## src/rtl/video_timing_pkg.sv

```systemverilog
// Shared timing defaults, counter widths and the per-axis phase encoding
// used by the horizontal and vertical timing axes.
package video_timing_pkg;

    localparam int H_ACT_DEF  = 1024;
    localparam int H_FP_DEF   = 24;
    localparam int H_SYNC_DEF = 136;
    localparam int H_BP_DEF   = 160;
    localparam int V_ACT_DEF  = 768;
    localparam int V_FP_DEF   = 3;
    localparam int V_SYNC_DEF = 6;
    localparam int V_BP_DEF   = 29;

    localparam int H_CNT_W = 11;
    localparam int V_CNT_W = 10;
    localparam int POS_W   = 12;

    // Both axes share one encoding: H_ACTV/V_ACTV map to PH_ACTV, and so on.
    typedef enum logic [1:0] {
        PH_ACTV = 2'd0,
        PH_FPOR = 2'd1,
        PH_SYNC = 2'd2,
        PH_BPOR = 2'd3
    } phase_e;

    function automatic int axis_total(input int act, input int fp, input int sync, input int bp);
        return act + fp + sync + bp;
    endfunction

    localparam int H_TOT_DEF = axis_total(H_ACT_DEF, H_FP_DEF, H_SYNC_DEF, H_BP_DEF);
    localparam int V_TOT_DEF = axis_total(V_ACT_DEF, V_FP_DEF, V_SYNC_DEF, V_BP_DEF);

endpackage

```

## src/rtl/video_timing_gen_timing_axis.sv

```systemverilog
// One timing axis: a wrapping position counter plus the four-phase
// active/front-porch/sync/back-porch FSM, stepped by adv.
module timing_axis
    import video_timing_pkg::*;
#(
    parameter int W    = 11,
    parameter int ACT  = H_ACT_DEF,
    parameter int FP   = H_FP_DEF,
    parameter int SYNC = H_SYNC_DEF,
    parameter int BP   = H_BP_DEF
) (
    input  logic         clk,
    input  logic         rst,
    input  logic         adv,
    output logic [W-1:0] cnt,
    output phase_e       phase
);

    localparam int TOT = axis_total(ACT, FP, SYNC, BP);
    localparam logic [W-1:0] ACT_END  = W'(ACT - 1);
    localparam logic [W-1:0] FP_END   = W'(ACT + FP - 1);
    localparam logic [W-1:0] SYNC_END = W'(ACT + FP + SYNC - 1);
    localparam logic [W-1:0] LAST     = W'(TOT - 1);

    logic [W-1:0] cnt_nxt;
    phase_e       phase_nxt;

    always_ff @(posedge clk) begin
        if (rst) begin
            cnt   <= '0;
            phase <= PH_ACTV;
        end else begin
            cnt   <= cnt_nxt;
            phase <= phase_nxt;
        end
    end

    // Phase steps on the last count of each region so it always matches cnt.
    always_comb begin
        cnt_nxt   = cnt;
        phase_nxt = phase;
        if (adv) begin
            cnt_nxt = (cnt == LAST) ? '0 : cnt + 1'b1;
            unique case (phase)
                PH_ACTV: if (cnt == ACT_END)  phase_nxt = PH_FPOR;
                PH_FPOR: if (cnt == FP_END)   phase_nxt = PH_SYNC;
                PH_SYNC: if (cnt == SYNC_END) phase_nxt = PH_BPOR;
                PH_BPOR: if (cnt == LAST)     phase_nxt = PH_ACTV;
            endcase
        end
    end

endmodule

```

## src/rtl/video_timing_gen.sv

```systemverilog
// Raster timing generator: horizontal and vertical timing axes feeding a
// registered output stage (syncs, active flags, position, frame start).
module video_timing_gen
    import video_timing_pkg::*;
#(
    parameter int H_ACT  = H_ACT_DEF,
    parameter int H_FP   = H_FP_DEF,
    parameter int H_SYNC = H_SYNC_DEF,
    parameter int H_BP   = H_BP_DEF,
    parameter int V_ACT  = V_ACT_DEF,
    parameter int V_FP   = V_FP_DEF,
    parameter int V_SYNC = V_SYNC_DEF,
    parameter int V_BP   = V_BP_DEF,
    parameter bit HS_POL = 1'b0,
    parameter bit VS_POL = 1'b0
) (
    input  logic             clk,
    input  logic             rst,
    input  logic             i_en,
    output logic             o_sync_vs,
    output logic             o_sync_hs,
    output logic             o_sync_va,
    output logic             o_sync_ha,
    output logic             o_sync_de,
    output logic [POS_W-1:0] o_pos_x,
    output logic [POS_W-1:0] o_pos_y,
    output logic             o_frame_start,
    output phase_e           o_dbg_h_phase,
    output phase_e           o_dbg_v_phase
);

    localparam logic [H_CNT_W-1:0] H_LAST = H_CNT_W'(axis_total(H_ACT, H_FP, H_SYNC, H_BP) - 1);

    logic [H_CNT_W-1:0] hcnt;
    logic [V_CNT_W-1:0] vcnt;
    phase_e             h_phase;
    phase_e             v_phase;
    logic               h_wrap;
    logic               h_act;
    logic               v_act;
    logic               de_nxt;

    // The vertical axis steps exactly on the enabled cycle where hcnt wraps.
    assign h_wrap = i_en && (hcnt == H_LAST);

    timing_axis #(.W(H_CNT_W), .ACT(H_ACT), .FP(H_FP), .SYNC(H_SYNC), .BP(H_BP)) u_h_axis (
        .clk   (clk),
        .rst   (rst),
        .adv   (i_en),
        .cnt   (hcnt),
        .phase (h_phase)
    );

    timing_axis #(.W(V_CNT_W), .ACT(V_ACT), .FP(V_FP), .SYNC(V_SYNC), .BP(V_BP)) u_v_axis (
        .clk   (clk),
        .rst   (rst),
        .adv   (h_wrap),
        .cnt   (vcnt),
        .phase (v_phase)
    );

    assign h_act  = (h_phase == PH_ACTV);
    assign v_act  = (v_phase == PH_ACTV);
    assign de_nxt = h_act && v_act;

    assign o_dbg_h_phase = h_phase;
    assign o_dbg_v_phase = v_phase;

    // Outputs decode the counter state present before the edge: one clock of latency.
    always_ff @(posedge clk) begin
        if (rst) begin
            o_sync_hs     <= ~HS_POL;
            o_sync_vs     <= ~VS_POL;
            o_sync_ha     <= 1'b0;
            o_sync_va     <= 1'b0;
            o_sync_de     <= 1'b0;
            o_pos_x       <= '0;
            o_pos_y       <= '0;
            o_frame_start <= 1'b0;
        end else if (i_en) begin
            o_sync_hs     <= (h_phase == PH_SYNC) ? HS_POL : ~HS_POL;
            o_sync_vs     <= (v_phase == PH_SYNC) ? VS_POL : ~VS_POL;
            o_sync_ha     <= h_act;
            o_sync_va     <= v_act;
            o_sync_de     <= de_nxt;
            o_pos_x       <= de_nxt ? POS_W'(hcnt) : '0;
            o_pos_y       <= de_nxt ? POS_W'(vcnt) : '0;
            o_frame_start <= de_nxt && (hcnt == '0) && (vcnt == '0);
        end
    end

endmodule

```

## config.mk

```make
export PLATFORM = sky130hd
export DESIGN_NAME = video_timing_gen
export DESIGN_NICKNAME = d
export VERILOG_FILES = /design/src/rtl/video_timing_pkg.sv /design/src/rtl/video_timing_gen_timing_axis.sv /design/src/rtl/video_timing_gen.sv
export SDC_FILE = /design/constraint.sdc
export NUM_CORES = 1
export LEC_CHECK = 0
export ABC_AREA = 1
export CAP_MARGIN = 30
export CELL_PAD_IN_SITES_DETAIL_PLACEMENT = 1
export CELL_PAD_IN_SITES_GLOBAL_PLACEMENT = 1
export CORE_ASPECT_RATIO = 0.8
export CORE_MARGIN = 5
export CORE_UTILIZATION = 39
export CTS_CLUSTER_SIZE = 30
export DETAILED_ROUTE_END_ITERATION = 12
export PLACE_DENSITY = 0.83
export SYNTH_ARGS = -nofsm -noshare
export SYNTH_HDL_FRONTEND = slang
export SYNTH_SLANG_ARGS = --single-unit
```

## constraint.sdc

```tcl
create_clock -name clk -period 1.95 [get_ports clk]
set_input_delay 0.195 -clock clk [delete_from_list [all_inputs] [get_ports clk]]
set_output_delay 0.195 -clock clk [all_outputs]
set_load 0.05 [all_outputs]
```

Word-level counts from Yosys, hierarchy flattened. Cells that the tools add are included.

Bits in registers: 55. Bits of input ports: 3. Output and inout port bits: 34. Word-level logic and storage cells: 62.

$add $sub $neg: 2. Equal/unequal tests: 22. Mux-type cells: 16. Reduce and logical (&&, ||, !) cells: 10.

Operators by type and width (number): equality test 10 bit (second input constant) (4); equality test 11 bit (second input constant) (3); two-way mux 11 bit (2); two-way mux 10 bit (2); two-way mux 2 bit (8); one-hot mux 2 bit (4 select lines) (2); != test 2 x 1 -> 1 bit (second input constant) (7); adder 11 x 1 -> 11 bit (second input constant) (1); equality test 11 x 10 -> 1 bit (second input constant) (1); zero test 11 bit (1); adder 10 x 1 -> 10 bit (second input constant) (1); zero test 10 bit (1); AND reduction 5 bit (2); equality test 2 bit (second input constant) (4); equality test 2 x 1 -> 1 bit (second input constant) (2); logical AND 1 bit (4); zero test 2 bit (2); two-way mux 1 bit (2); != test 2 bit (second input constant) (1).

Longest topological paths before layout. Gate-level depths: netlist of run 1.

Word-level depth: 4. Mapped depth: 11. Gate-level depth less buffers: 11.

By module. A second synthesis of run 1 with hierarchy kept.

Cells, all modules: 380. Area total of the unflattened synthesis: 2752.6 um^2.

By module, submodules not included: video_timing_gen (instances 1, cells each 152, area each 1101.1 um^2, sequential area each 540.5 um^2); timing_axis (u_v_axis) (instances 1, cells each 116, area each 827.0 um^2, sequential area each 240.2 um^2); timing_axis (u_h_axis) (instances 1, cells each 112, area each 824.5 um^2, sequential area each 260.2 um^2).

Worst setup path after synthesis of run 1. OpenSTA, ideal clock, no wires.

Path kind: register to register. Start: register u_h_axis.phase[0]. End: register o_pos_x[1]. Setup time: 0.132 ns. Data arrival time: 1.518 ns. Required time: 1.818 ns. Setup slack: 0.300 ns. Cell stages (with the launch flop): 8. Buffers on the path: 1. Clock period less this slack: 1.650 ns. Cells stage by stage: dfxtp_1 -> inv_1 -> ha_1 -> nand3_1 -> inv_1 -> clkbuf_1 -> nand2_1 -> a21oi_1.

Word-level cells in the longest chain between the ends: 3.

RTL lines: start, declared (RTL line video_timing_gen_timing_axis.sv:16) `output phase_e phase`; start signal, assigned (RTL line video_timing_gen_timing_axis.sv:34) `phase <= phase_nxt;`; zero test 2 bit (RTL line video_timing_gen.sv:62) `assign h_act = (h_phase == PH_ACTV);`; named net h_act (RTL line video_timing_gen.sv:39) `logic h_act;`; logical AND 1 bit (RTL line video_timing_gen.sv:64) `assign de_nxt = h_act && v_act;`; two-way mux 11 bit (RTL line video_timing_gen.sv:86) `o_pos_x <= de_nxt ? POS_W'(hcnt) : '0;`; end signal, assigned (RTL line video_timing_gen.sv:86); end, declared (RTL line video_timing_gen.sv:25) `output logic [POS_W-1:0] o_pos_x,`.

The timed path passes the listed nets, and every way through them passes these cells. A chain may end at the register's enable or synchronous reset.

Worst setup path after layout of run 1.
Start: register u_v_axis.phase[1]. End: output port o_dbg_v_phase[1].

RTL lines: start, declared (RTL line video_timing_gen_timing_axis.sv:16); start signal, assigned (RTL line video_timing_gen_timing_axis.sv:34); end, declared (RTL line video_timing_gen.sv:29) `output phase_e o_dbg_v_phase`.

No word-level cell between the ends.

==> results of run 1 <==
## per-stage QoR
step / util (%) / setup WS (ns) / std cells
final: 46.97 / 0.1760 / 488
after global routing: 46.97 / 0.04044 / 488
after CTS: 46.97 / 0.1641 / 488
after detailed placement: 45.83 / -0.01125 / 481
after global placement: 45.83 / 0.07848 / 481
after floorplan: - / 0.2996 / 368
## routing by layer
metal	GRT usage (%)	up-vias	share of wire (%)
li1	-	1227	-
met1	25.61	1141	52
met2	26.91	44	44
met3	3.322	12	3.2
met4	5.294	0	1.5
met5	0	-	0
## worst max path at each step
stage / endpoint / slack, ns / from / cells after the start
global placement: u_v_axis.cnt[3]$_SDFFE_PP0P_ / 0.08 / i_en / 9
detailed placement: u_v_axis.cnt[3]$_SDFFE_PP0P_ / -0.01 / i_en / 9
global route: u_v_axis.phase[0]$_SDFFE_PP0P_ / 0.04 / u_v_axis.cnt[1]$_SDFFE_PP0P_ / 11
finish: o_dbg_v_phase[1] / 0.18 / u_v_axis.phase[1]$_SDFFE_PP0P_ / 1
floorplan: o_pos_x[1]$_SDFFE_PP0P_ / 0.30 / u_h_axis.phase[0]$_SDFFE_PP0P_ / 7
CTS: o_dbg_v_phase[1] / 0.16 / u_v_axis.phase[1]$_SDFFE_PP0P_ / 1
## cell type report
class | instances | area [µm²] | share of cell area [%]
multi-input combinational | 266 | 1433 | 44.92
sequential | 52 | 1041 | 32.64
timing repair buffer | 41 | 390.4 | 12.24
inverter | 35 | 138.9 | 4.355
tap | 87 | 108.9 | 3.413
clock buffer | 6 | 72.57 | 2.275
clock inverter | 1 | 5.005 | 0.1569
## sequential cells by signal (all words and copies together) (netlist names)
signal and flops:
u_v_axis.cnt 10, o_sync_hs 1, o_sync_vs 1, o_sync_ha 1
o_frame_start 1, o_pos_x 11, o_sync_va 1, o_sync_de 1
u_h_axis.phase 2, u_v_axis.phase 2, o_pos_y 10, u_h_axis.cnt 11
## layout by cell type, fill, tap and decap left out, types with 5 or more instances in the layout
cell and n:
clkdlybuf4s50_1 33, a21oi_1 38, dfxtp_1 52, o21ai_0 9
clkbuf_8 5, nand3_1 19, nor3_1 6, nand2_4 7
ha_1 14, nor2_1 45, nand4_1 5, buf_4 8
inv_1 32, nand2_1 96, nor2_4 8
## kinds of logic (layout without fill, tap and decap cells)
group	Yosys count	in the layout	synth area share, %
fa+ha+maj	14	14	6.524
other cells	1	3	0.1397
flops	52	52	38.77
buf+inv	50	83	8.155
xor+xnor	2	2	0.6525
compound gates	48	48	9.087
simple gates	199	199	36.67
## power by group through the flow
stage | combinational [mW] | sequential, mW | clock, mW
3_3_place_gp | 0.163 | 1.11 | 0
2_1_floorplan | 0.0858 | 1.14 | 0
6_report | 0.164 | 1.08 | 0.600
3_5_place_dp | 0.166 | 1.11 | 0
4_1_cts | 0.167 | 1.08 | 0.622
5_1_grt | 0.179 | 1.09 | 0.674
==> results.py, run 1 <==
metrics = {
    "status": {
        "status": "finished clean",
    },
    "power": {
        "powerDensity_nw_per_um2": 579.4,
        "p_int_mw": 1.367,
        "seq_power_share_pct": 58.6,
        "clkPwrFrac_pct": 32.5,
        "p_leak_nw": 1.245,
        "vdd_drop_max_mv": 0.3539,
        "fin_total_pwr_mw": 1.848,
        "p_switching_mw": 0.4806,
        "p_comb_share_pct": 8.9,
        "swShare_pct": 26.01,
    },
    "timing": {
        "rsz0062_at_grt": "no",
        "worst_pin_slew_ns": 0.5271,
        "setup_viol": 0,
        "fin_crit_ns": 1.774,
        "finalHoldViolCount": 0,
        "fin_crit_sh_pct": 90.98,
        "fin_hold_ws_ns": 0.4714,
        "relSlewSlack_pct": 64.54,
        "fin_skew_ns": 0.007769,
        "maxSlewViolCount": 0,
        "max_freq_ghz": 0.5637,
        "setup_tns_ns": 0,
    },
    "grt": {
        "grt_pass1_wl_um": 12370,
        "antenna_found_initial": 0,
        "grt_pass1_vias": 2552,
        "grt_usage_pct": 17.77,
        "gr-total-overflow": 0,
        "grt_max_degree": 31,
    },
    "floorplanning": {
        "die_h_um": 84.22,
        "start_util_pct": 39.54,
        "coreArea_um2": 6790,
        "die_area_um2": 8655,
        "core.rowCount": 27,
        "ios": 37,
        "fp.dieW_um": 102.8,
    },
    "clocking": {
        "cts_tree": "yes",
        "numCtsBuffers": 5,
        "cts_setup_buffers": 0,
        "clk_pin_slew_ns": 0.09,
        "cts_resized": 0,
        "h-tree-depth": 2,
        "hold_buffers": 0,
        "clock-root-buffer": "clkbuf_8",
        "clock-sinks": 52,
        "clockBufferDepth": 2,
        "clkLatencyLatePin_ns": 0.31,
    },
    "placement": {
        "place_congestion": 0.8586,
        "portBuffers": 33,
        "dpl_cell_area_um2": 3112,
        "hpwlAfterDp_um": 5443,
    },
    "finish": {
        "n_fill_cell": 862,
        "fin_nets": 418,
        "area_delta_synth_final_pct": 18.78,
        "postLayoutCellArea_um2": 3189,
        "drive_gt1_share_pct": 10.22,
        "antenna_cells": 0,
    },
    "hold_path": {
        "min_to": "o_sync_ha$_SDFFE_PP0P_",
        "min_path_cells": 2,
        "holdCritPathClass": "register to register",
        "worstHoldStart": "o_sync_ha$_SDFFE_PP0P_",
    },
    "drt": {
        "drt_pass1_iterations": 4,
        "drc": 0,
        "ant_nets": 0,
        "num_vias": 2424,
        "wl_per_cell_um": 14.43,
        "drtIter0Drc": 77,
        "drt-vias-per-instance": 4.967,
        "drt-total-wl_um": 7044,
    },
    "worst_setup_path": {
        "ff2ff_setup_slack_ns": 0.24,
        "worstPathRequired_ns": 1.75,
        "critical_path.cell_chain": "clkdlybuf4s50_1",
        "worst_path_max_delay_cell": "clkdlybuf4s50_1",
        "reg2reg_from": "u_h_axis.cnt[1]$_SDFFE_PP0P_",
        "max_stage_delay_ns": 0.84,
        "reg2regPathDepth": 10,
        "critPathLaunchType": "register",
        "cp_max_fo": 5,
        "arrival_ns": 1.58,
        "r2r-end": "u_v_axis.cnt[9]$_SDFFE_PP0P_",
        "critPathKind": "register to output pin",
        "critPathTopFamily": "buffers and inverters",
        "worst-path-buf-inv": 1,
        "cp-end-kind": "output pin",
    },
    "synth": {
        "netlist_area_um2": 2685,
        "yosysTopAreaCell": "dfxtp_1",
        "synth.avg_cell_area_um2": 7.336,
        "synthTopCellsByArea": "dfxtp_1 (39%), nand2_1 (13%), a21oi_1 (7.1%)",
        "ys_dominant_reg_cell": "dfxtp_1",
        "ys_types": 31,
        "ys_seq_area_share_pct": 38.77,
        "synth_common_cells": "nand2_1 (96), dfxtp_1 (52), nor2_1 (45)",
        "ys_seq_elements": 52,
        "synth.most_common_cell": "nand2_1",
        "ys_async_sr_fraction_pct": 0,
        "yosysWarnings": 0,
        "synth_top_area_share_pct": 38.77,
        "syn_inst": 366,
        "synth_enable_flop_cells": 0,
    },
    "flow_run": {
        "drv_cap": 0,
    },
}
Note: power is estimated with default switching activity, not from simulation.
==> run 2: changes to the inputs <==
==> constraint.sdc (replaced) <==
create_clock -name clk -period 1.95 [get_ports clk]
set_input_delay 0.195 -clock clk [delete_from_list [all_inputs] [get_ports clk]]
set_output_delay 0.195 -clock clk [all_outputs]
set_load 0.005 [all_outputs]
==> results of run 2 <==
The final DEF is identical to that of run 1. Status: finished clean.
Main changes from that run: setup slack after layout 0.1760 ns -> 0.2379 ns; start point of the critical path u_v_axis.phase[1]$_SDFFE_PP0P_ -> u_h_axis.cnt[1]$_SDFFE_PP0P_; end point of the critical path o_dbg_v_phase[1] -> u_v_axis.cnt[9]$_SDFFE_PP0P_; total power 1.848 mW -> 1.803 mW; worst IR drop on VDD 0.3539 mV -> 0.3171 mV
